==> src/rtl/uart_pkg.sv <==
// Shared UART definitions: transmitter FSM states and serial line levels,
// common to the transmitter and the future receiver.
package uart_pkg;

  typedef enum logic [2:0] {
    IDLE,
    START,
    DATA,
    PARITY,
    STOP
  } tx_state_t;

  localparam logic UART_IDLE_LVL  = 1'b1;
  localparam logic UART_START_LVL = 1'b0;

endpackage

==> src/rtl/uart_baud_tick.sv <==
// Bit-period timer: counts CLKS_PER_BIT clocks and pulses tick on the last
// clock of each bit period. restart holds the count at zero.
module uart_baud_tick #(
  parameter int CLKS_PER_BIT = 868
) (
  input  logic clk,
  input  logic rst,
  input  logic restart,
  output logic tick
);

  localparam int CNT_W = (CLKS_PER_BIT > 1) ? $clog2(CLKS_PER_BIT) : 1;
  localparam logic [CNT_W-1:0] LAST = CNT_W'(CLKS_PER_BIT - 1);

  logic [CNT_W-1:0] cnt;

  // NOTE: rst is synchronous, so it lives inside the clocked block and is
  // only honoured on a rising edge; all state uses non-blocking updates.
  always_ff @(posedge clk) begin
    if (rst || restart) begin
      cnt <= '0;
    end else if (cnt == LAST) begin
      cnt <= '0;
    end else begin
      cnt <= cnt + CNT_W'(1);
    end
  end

  assign tick = (cnt == LAST);

endmodule

==> src/rtl/uart_tx_frame.sv <==
// UART frame transmitter: start, DATA_W data bits LSB-first, optional parity,
// STOP_BITS stop bits. Define UART_TX_PARITY_EN to compile in the parity bit.
module uart_tx_frame
  import uart_pkg::*;
#(
  parameter int DATA_W       = 8,
  parameter int CLKS_PER_BIT = 868,
  parameter int STOP_BITS    = 1,
  parameter int PARITY_ODD   = 0
) (
  input  logic              clk,
  input  logic              rst,
  input  logic [DATA_W-1:0] tx_data,
  input  logic              tx_valid,
  output logic              tx_ready,
  output logic              tx,
  output logic              tx_busy
);

  if (DATA_W < 5 || DATA_W > 9) begin : g_bad_data_w
    $error("uart_tx_frame: DATA_W must be 5..9");
  end
  if (CLKS_PER_BIT < 2) begin : g_bad_clks
    $error("uart_tx_frame: CLKS_PER_BIT must be at least 2");
  end
  if (STOP_BITS != 1 && STOP_BITS != 2) begin : g_bad_stop
    $error("uart_tx_frame: STOP_BITS must be 1 or 2");
  end
  if (PARITY_ODD != 0 && PARITY_ODD != 1) begin : g_bad_parity
    $error("uart_tx_frame: PARITY_ODD must be 0 or 1");
  end

  localparam int BIT_W = $clog2(DATA_W + 1);
  localparam logic [BIT_W-1:0] LAST_BIT = BIT_W'(DATA_W - 1);

  tx_state_t         state;
  logic [DATA_W-1:0] shreg;
  logic [BIT_W-1:0]  bit_cnt;
  logic              ready_idle;
  logic              last_stop;
  logic              tick;
  logic              handshake;
`ifdef UART_TX_PARITY_EN
  logic              parity_bit;
`endif

  uart_baud_tick #(
    .CLKS_PER_BIT(CLKS_PER_BIT)
  ) u_baud (
    .clk    (clk),
    .rst    (rst),
    .restart(state == IDLE),
    .tick   (tick)
  );

  // Ready in IDLE (once out of reset) and on the very last clock of the frame,
  // which is what lets a new word start with no idle gap.
  assign tx_ready  = ready_idle || (last_stop && tick);
  assign handshake = tx_valid && tx_ready;

  always_ff @(posedge clk) begin
    if (rst) begin
      state      <= IDLE;
      shreg      <= '0;
      bit_cnt    <= '0;
      ready_idle <= 1'b0;
      last_stop  <= 1'b0;
      tx         <= UART_IDLE_LVL;
      tx_busy    <= 1'b0;
`ifdef UART_TX_PARITY_EN
      parity_bit <= 1'b0;
`endif
    end else if (handshake) begin
      shreg      <= tx_data;
      bit_cnt    <= '0;
      ready_idle <= 1'b0;
      last_stop  <= 1'b0;
      tx         <= UART_START_LVL;
      tx_busy    <= 1'b1;
      state      <= START;
`ifdef UART_TX_PARITY_EN
      parity_bit <= (^tx_data) ^ (PARITY_ODD != 0);
`endif
    end else begin
      case (state)
        IDLE: ready_idle <= 1'b1;
        START: begin
          if (tick) begin
            state <= DATA;
            tx    <= shreg[0];
          end
        end
        DATA: begin
          if (tick) begin
            if (bit_cnt == LAST_BIT) begin
              bit_cnt <= '0;
`ifdef UART_TX_PARITY_EN
              state   <= PARITY;
              tx      <= parity_bit;
`else
              state     <= STOP;
              tx        <= UART_IDLE_LVL;
              last_stop <= (STOP_BITS == 1);
`endif
            end else begin
              bit_cnt <= bit_cnt + BIT_W'(1);
              shreg   <= shreg >> 1;
              tx      <= shreg[1];
            end
          end
        end
`ifdef UART_TX_PARITY_EN
        PARITY: begin
          if (tick) begin
            state     <= STOP;
            tx        <= UART_IDLE_LVL;
            last_stop <= (STOP_BITS == 1);
          end
        end
`endif
        STOP: begin
          if (tick) begin
            if (last_stop) begin
              state      <= IDLE;
              tx_busy    <= 1'b0;
              ready_idle <= 1'b1;
              last_stop  <= 1'b0;
            end else begin
              last_stop  <= 1'b1;
            end
          end
        end
        default: state <= IDLE;
      endcase
    end
  end

endmodule
==> config.mk <==
export PLATFORM = sky130hd
export DESIGN_NAME = uart_tx_frame
export DESIGN_NICKNAME = d
export VERILOG_FILES = /design/src/rtl/uart_pkg.sv /design/src/rtl/uart_baud_tick.sv /design/src/rtl/uart_tx_frame.sv
export SDC_FILE = /design/constraint.sdc
export NUM_CORES = 1
export LEC_CHECK = 0
export CORE_MARGIN = 1
export CORE_UTILIZATION = 58
export CTS_BUF_LIST = sky130_fd_sc_hd__clkbuf_4 sky130_fd_sc_hd__clkbuf_8
export DETAILED_ROUTE_END_ITERATION = 10
export DONT_BUFFER_PORTS = 1
export PLACE_DENSITY = 0.76
export SLEW_MARGIN = 30
export SYNTH_ARGS = -nofsm -noshare
export SYNTH_HDL_FRONTEND = slang
export SYNTH_SLANG_ARGS = --single-unit
==> constraint.sdc <==
create_clock -name clk -period 2 [get_ports clk]
set_input_delay 0.1 -clock clk [delete_from_list [all_inputs] [get_ports clk]]
set_output_delay 0.1 -clock clk [all_outputs]
set_load 0.01 [all_outputs]
==> impl_metrics.ini, run 1 <==
[sta]
rsz0062_at_grt = no
finalSetupViolCount = 0
max_freq_mhz = 524.4
max_slew.worst_pin.slew_ns = 0.5096
relSlewSlack_pct = 65.95
setup_tns_ns = 0
post-route-period-util_pct = 95.35
maxSlewViolCount = 0
period_minus_slack_ns = 1.907
finalHoldViolations = 0
skew_ns = 0.007036

[synth]
synth-seq-area-share_pct = 40.14
ys.flop_type = dfxtp_1
yosys_warnings = 0
yosysUniqueCellTypes = 42
synth-seq-cells = 29
async_flop_share_pct = 0
avgSynthCellArea_um2 = 8.409
synth_edf_count = 0
syn_nets = 185
syn_inst = 172
syn_area_um2 = 1446

[setup_path]
cp-end-kind = register
critPathMaxFanout = 13
rr_endpoint = bit_cnt[0]
r2r_start = u_baud.cnt[4]
critPathRequiredTime_ns = 2.26
ff2ff_path_depth = 4
crit_path_start_kind = register
reg2reg_slack_ns = 0.09
crit_path_start = u_baud.cnt[4]
worstPathArrival_ns = 2.17
critPathKind = register to register

[power]
ir_drop_v = 0.0006544
p_leak_nw = 0.5372
power_density_nw_per_um2 = 650.8

[cells_and_area]
fin_util_pct = 71.74
fillers = 185
n_antenna_cell = 0
finalNonFillerCells = 215
syn2layout_area_growth_pct = 12.89
final_area_um2 = 1633
drive_above_1_share_pct = 17.11
nNetsFinal = 199

[drt]
final_antenna_net_count = 0
via_per_inst = 6.195
avgRoutedWirePerCell_um = 15.48
firstDrtPassIters = 4
first_iter_violations = 43
vias = 1332
drt-total-wl_um = 3328
drc_errors = 0

[hold_path]
hp-start = tx_data[3]
holdPathEnd = shreg[3]
min-delay-path-class = primary input to register
hold_depth = 2

[global_routing]
grt.total_usage_pct = 28.91
grt_max_degree = 15
antenna_found_initial = 0
overflow = 0
grt_pass1_wl_um = 5678
grt_pass1_vias = 1249

[outcome]
outcome = finished clean

[placed_design]
dpl_cell_area_um2 = 1516
dp_hpwl_um = 2204
place.gp.congestion = 0.8577
io_buffers = 0
dp.cells = 203

[clock_network]
worstSkewPairLatency_ns = 0.33
clock_path_buffers = 2
clk_pin_slew_ns = 0.09
htreeDepth = 2
cts_tree = built
root_buffer = clkbuf_4
cts_buffers = 5
clock_sinks = 29

[floorplanning]
die_area_um2 = 2697
die_y_um = 51.94
die_w_um = 51.94
start_util_pct = 63.55
coreArea_um2 = 2276
pin_count = 14
num_rows = 17

[flow_run]
drv_cap = 0
## sequential cells by signal, summed over array words and instances, names as in the netlist
name        flops
bit_cnt         4
u_baud.cnt     10
tx              1
last_stop       1
state           3
shreg           8
tx_busy         1
ready_idle      1
## cell type report
type	instances	area, um^2	share of cell area [%]
well taps	28	35.03	2.146
inverters	9	33.78	2.069
multi-input cells	125	793.3	48.58
repair buffers	16	127.6	7.816
flip-flops and latches	29	583.1	35.71
clock buffers	8	60.06	3.678
## cells by family after synthesis
family | count (synthesis) | share of synthesized area [%]
flip-flops | 29 | 40.14
buffers and inverters | 18 | 6.142
AND/OR/NAND/NOR | 75 | 28.37
adder cells (fa/ha/maj) | 2 | 1.730
XOR/XNOR | 9 | 5.450
multiplexers | 1 | 0.6921
AO/OA/AOI/OAI | 38 | 17.48
## worst max-delay path by stage
stage | end | slack, ns | depth (start not counted)
6_report | bit_cnt[0] | 0.09 | 4
5_1_grt | bit_cnt[2] | 0.007 | 4
4_1_cts | shreg[5] | 0.05 | 6
3_5_place_dp | bit_cnt[2] | 0.08 | 5
3_3_place_gp | bit_cnt[2] | 0.14 | 4
2_1_floorplan | shreg[2] | 0.11 | 6
## worst max-delay path, stage by stage (launching register included)
cell     delay (ns)
dfxtp_2        0.35
or3_4          0.40
or4_4          0.61
or3_1          0.34
a21oi_1        0.14
## timing repair
action                                 4_1_cts  5_1_grt
resized for setup                            0        6
buffers inserted                             0        1
hold buffers                                 3        0
endpoints found under the hold margin       11        0
setup endpoints to repair                    0       16
## cells in the final DEF, fill, tap and decap left out, types with 9 or more instances in the layout
master and count:
nor3_1 12, buf_4 13, nand2_1 11, nor2_1 17
dfxtp_1 27, a311oi_1 9, o21ai_0 10, nand3_1 15
## cell usage after synthesis, types with 2 or more instances
library cell  count  area, um^2
nor2_1           17       63.81
a21oi_1           8       40.04
nand3_1          15       75.07
xnor2_1           6       52.55
inv_1             8       30.03
a311oi_1          9       78.83
a211oi_1          2       15.01
buf_6             2       22.52
ha_1              2       25.02
dfxtp_1          29       580.6
clkbuf_1          2       7.510
nand2_1          12       45.04
nor4_1            2       12.51
nand4_1           2       12.51
xor2_1            3       26.28
nor3_1           12       60.06
buf_2             5       25.02
o21ai_0          10       50.05
or3_1             3       18.77
## power breakdown
group	switching (mW)	total (mW)	internal, mW	leakage, nW
clock network	0.191	0.372	0.180	0.0368
registers	0.0140	0.611	0.597	0.237
logic	0.0497	0.0806	0.0309	0.264
total	0.255	1.06	0.808	0.537
## per-stage QoR
stage,hold WS (ns),setup slack [ns],total power [mW]
final,0.03747,0.09299,1.063
after global routing,0.03399,0.007126,1.097
after CTS,0.03911,0.04554,1.058
after detailed placement,0.1734,0.08140,0.6898
after global placement,0.1724,0.1370,0.6861
after floorplan,0.2066,0.1094,0.6759
## routing by layer
| layer | global-route usage (%) | routed length (um) | vias up |
|---|---|---|---|
| li1 | - | - | 658 |
| met1 | 38.08 | 1566 | 623 |
| met2 | 45.30 | 1465 | 49 |
| met3 | 9.357 | 267 | 2 |
| met4 | 6.757 | 27 | 0 |
| met5 | 0 | 0 | - |
No activity file was read; power rests on OpenSTA's default activity.
==> inputs of run 2 (changes only) <==
- ABC_AREA: not set -> 1
- BUFFER_PORTS_ARGS: not set -> -buffer_cell sky130_fd_sc_hd__buf_2
- CORE_UTILIZATION: 58 -> 60
- DONT_BUFFER_PORTS: 1 -> not set
- PLACE_DENSITY: 0.76 -> 0.81
- clock period: 2 -> 2.4 ns (I/O delays scaled with it)
==> run 2 against run 1 <==
Via count up 4.7%. Global-route usage down 3.3 points. Worst setup slack better by 0.45 ns. First-iteration DRC count unchanged. Synthesized area up 1.4%. Flip-flop and latch count unchanged. Clock skew up 0.0027 ns. Clock power down 16%. Critical path type is now register to primary output. Largest power group unchanged. Highest routed layer unchanged.
==> impl_metrics.ini, run 2 <==
[synth]
avgSynthCellArea_um2 = 6.950
synth.most_common_cell = nand2_1
synthTopCellsByArea = dfxtp_1, nand2_1, nor2_1, nand3_1, a21oi_1
synth_top_area_share_pct = 39.59
syn_inst = 211
syn_area_um2 = 1466
synth-seq-area-share_pct = 39.59
async_flop_share_pct = 0
synth-seq-cells = 29
yosys_warnings = 0
ys.flop_type = dfxtp_1
synth_top_area_cell = dfxtp_1
yosysUniqueCellTypes = 32
synthTopCellsByCount = nand2_1, nor2_1, dfxtp_1
syn_nets = 224
synth_edf_count = 0

[power]
switching_power_uw = 291.9
p_sw_share_pct = 28.82
p_leak_nw = 0.6763
internal_power_uw = 720.7
ir_drop_v = 0.0004268
power_density_nw_per_um2 = 635.2
p_clk_share_pct = 31.0
seqPwrFrac_pct = 51.7
combPwrFrac_pct = 17.4

[global_routing]
antenna_found_initial = 0
grt_pass1_vias = 1189
overflow = 0
grt.total_usage_pct = 25.59
grt_pass1_wl_um = 4940
grt_max_degree = 21

[drt]
first_iter_violations = 43
final_antenna_net_count = 0
avgRoutedWirePerCell_um = 11.56
via_per_inst = 5.449
firstDrtPassIters = 5
drc_errors = 0
vias = 1395
drt-total-wl_um = 2960

[hold_path]
hp-start = rst
min-delay-path-class = primary input to register
hold_depth = 2
holdPathEnd = state[0]

[cells_and_area]
final_common_cell = nand2_1
drive_above_1_share_pct = 15.79
fin_util_pct = 70.70
largest_register_ffs = 10
n_antenna_cell = 0
nNetsFinal = 241
finalNonFillerCells = 256
largest-register = u_baud.cnt
syn2layout_area_growth_pct = 8.703
layout_common_cells = nand2_1, nor2_1, dfxtp_1
top_regs = u_baud.cnt: 10 flops, shreg: 8 flops, bit_cnt: 4 flops

[sta]
post-route-period-util_pct = 77.28
finalHoldViolations = 0
max_slew.worst_pin.slew_ns = 0.5224
skew_ns = 0.009731
hold_slack_ns = 0.02270
period_minus_slack_ns = 1.855
max_freq_mhz = 539.2
setup_tns_ns = 0
relSlewSlack_pct = 64.85
rsz0062_at_grt = no
finalSetupViolCount = 0
maxSlewViolCount = 0

[clock_network]
clock_path_buffers = 2
root_buffer = clkbuf_4
clock_sinks = 29
clk_pin_slew_ns = 0.09
cts_setup_buffers = 0
hold_buffers = 0
cts_tree = built
cts_buffers = 5
worstSkewPairLatency_ns = 0.33
post_cts_resized = 0
htreeDepth = 2

[placed_design]
place.gp.congestion = 0.8338
io_buffers = 13
dp_hpwl_um = 2054
dp.cells = 249

[setup_path]
crit_chain = ha_1 -> inv_1 -> nor2_2 -> nand4_1 -> nand2_1 -> buf_4 -> buf_2
reg2reg_slack_ns = 0.64
critPathKind = register to primary output
critPathRequiredTime_ns = 2.28
crit_path_start_kind = register
critPathMaxFanout = 10
rr_endpoint = state[1]
worstPathArrival_ns = 1.73
slowest_delay_ns = 0.41
timing.critical_path.slowest_stage_cell = dfxtp_1
r2r_start = u_baud.cnt[0]
ff2ff_path_depth = 10
cp-end-kind = primary output

[floorplanning]
die_w_um = 51.44
start_util_pct = 65.04
die_area_um2 = 2646
die_y_um = 51.44
pin_count = 14
coreArea_um2 = 2255
num_rows = 17

[flow_run]
drv_cap = 0

[outcome]
outcome = finished clean
## run 2: worst max-delay path by stage
stage                            end          start  depth (start not counted)  slack (ns)
after floorplan           bit_cnt[0]  u_baud.cnt[0]                         10        0.89
after global placement      state[1]  u_baud.cnt[0]                         10        0.77
after detailed placement    state[1]  u_baud.cnt[0]                         10        0.68
after CTS                   tx_ready  u_baud.cnt[0]                          7        0.55
after global routing        tx_ready  u_baud.cnt[0]                          7        0.40
final                       tx_ready  u_baud.cnt[0]                          7        0.55
## run 2: metal layers
layer	track usage, %	share of wire [%]	vias to the layer above
li1	-	-	721
met1	32.72	48	628
met2	39.83	45	40
met3	6.250	5.8	6
met4	12.61	1.1	0
met5	0	0	-
## run 2: final cells by class
type / count / area (um^2)
multi-input combinational: 155 / 759.5
fill: 199 / 660.6
sequential: 29 / 580.6
inverter: 23 / 87.58
timing repair buffer: 14 / 72.57
clock buffer: 7 / 58.81
tap: 28 / 35.03
## run 2: cell families after synthesis
family / share of synthesized area (%)
AND/OR/NAND/NOR: 41.30
adder cells (fa/ha/maj): 1.706
buffers and inverters: 8.616
flip-flops: 39.59
XOR/XNOR: 1.195
AO/OA/AOI/OAI: 7.595
## run 2: metrics by stage
step | instance area [um^2] | power (mW) | setup slack (ns)
5_1_grt | 1594 | 1.062 | 0.3986
3_5_place_dp | 1535 | 0.7057 | 0.6850
4_1_cts | 1594 | 1.017 | 0.5512
3_3_place_gp | 1535 | 0.7008 | 0.7660
2_1_floorplan | 1466 | 0.6719 | 0.8949
6_report | 1594 | 1.013 | 0.5454
## run 2: worst max-delay path: cells and delay by family, from the launching register on
kind          cells  cell delay, ns
buf+inv           3            0.39
fa+ha+maj         1            0.21
simple gates      3            0.40
flops             1            0.41
## run 2: power groups by stage
stage          Clock [mW]  Combinational [mW]  Sequential [mW]
2_1_floorplan           0               0.141            0.531
3_3_place_gp            0               0.169            0.532
3_5_place_dp            0               0.172            0.534
4_1_cts             0.320               0.174            0.523
5_1_grt             0.336               0.200            0.525
6_report            0.314               0.176            0.523
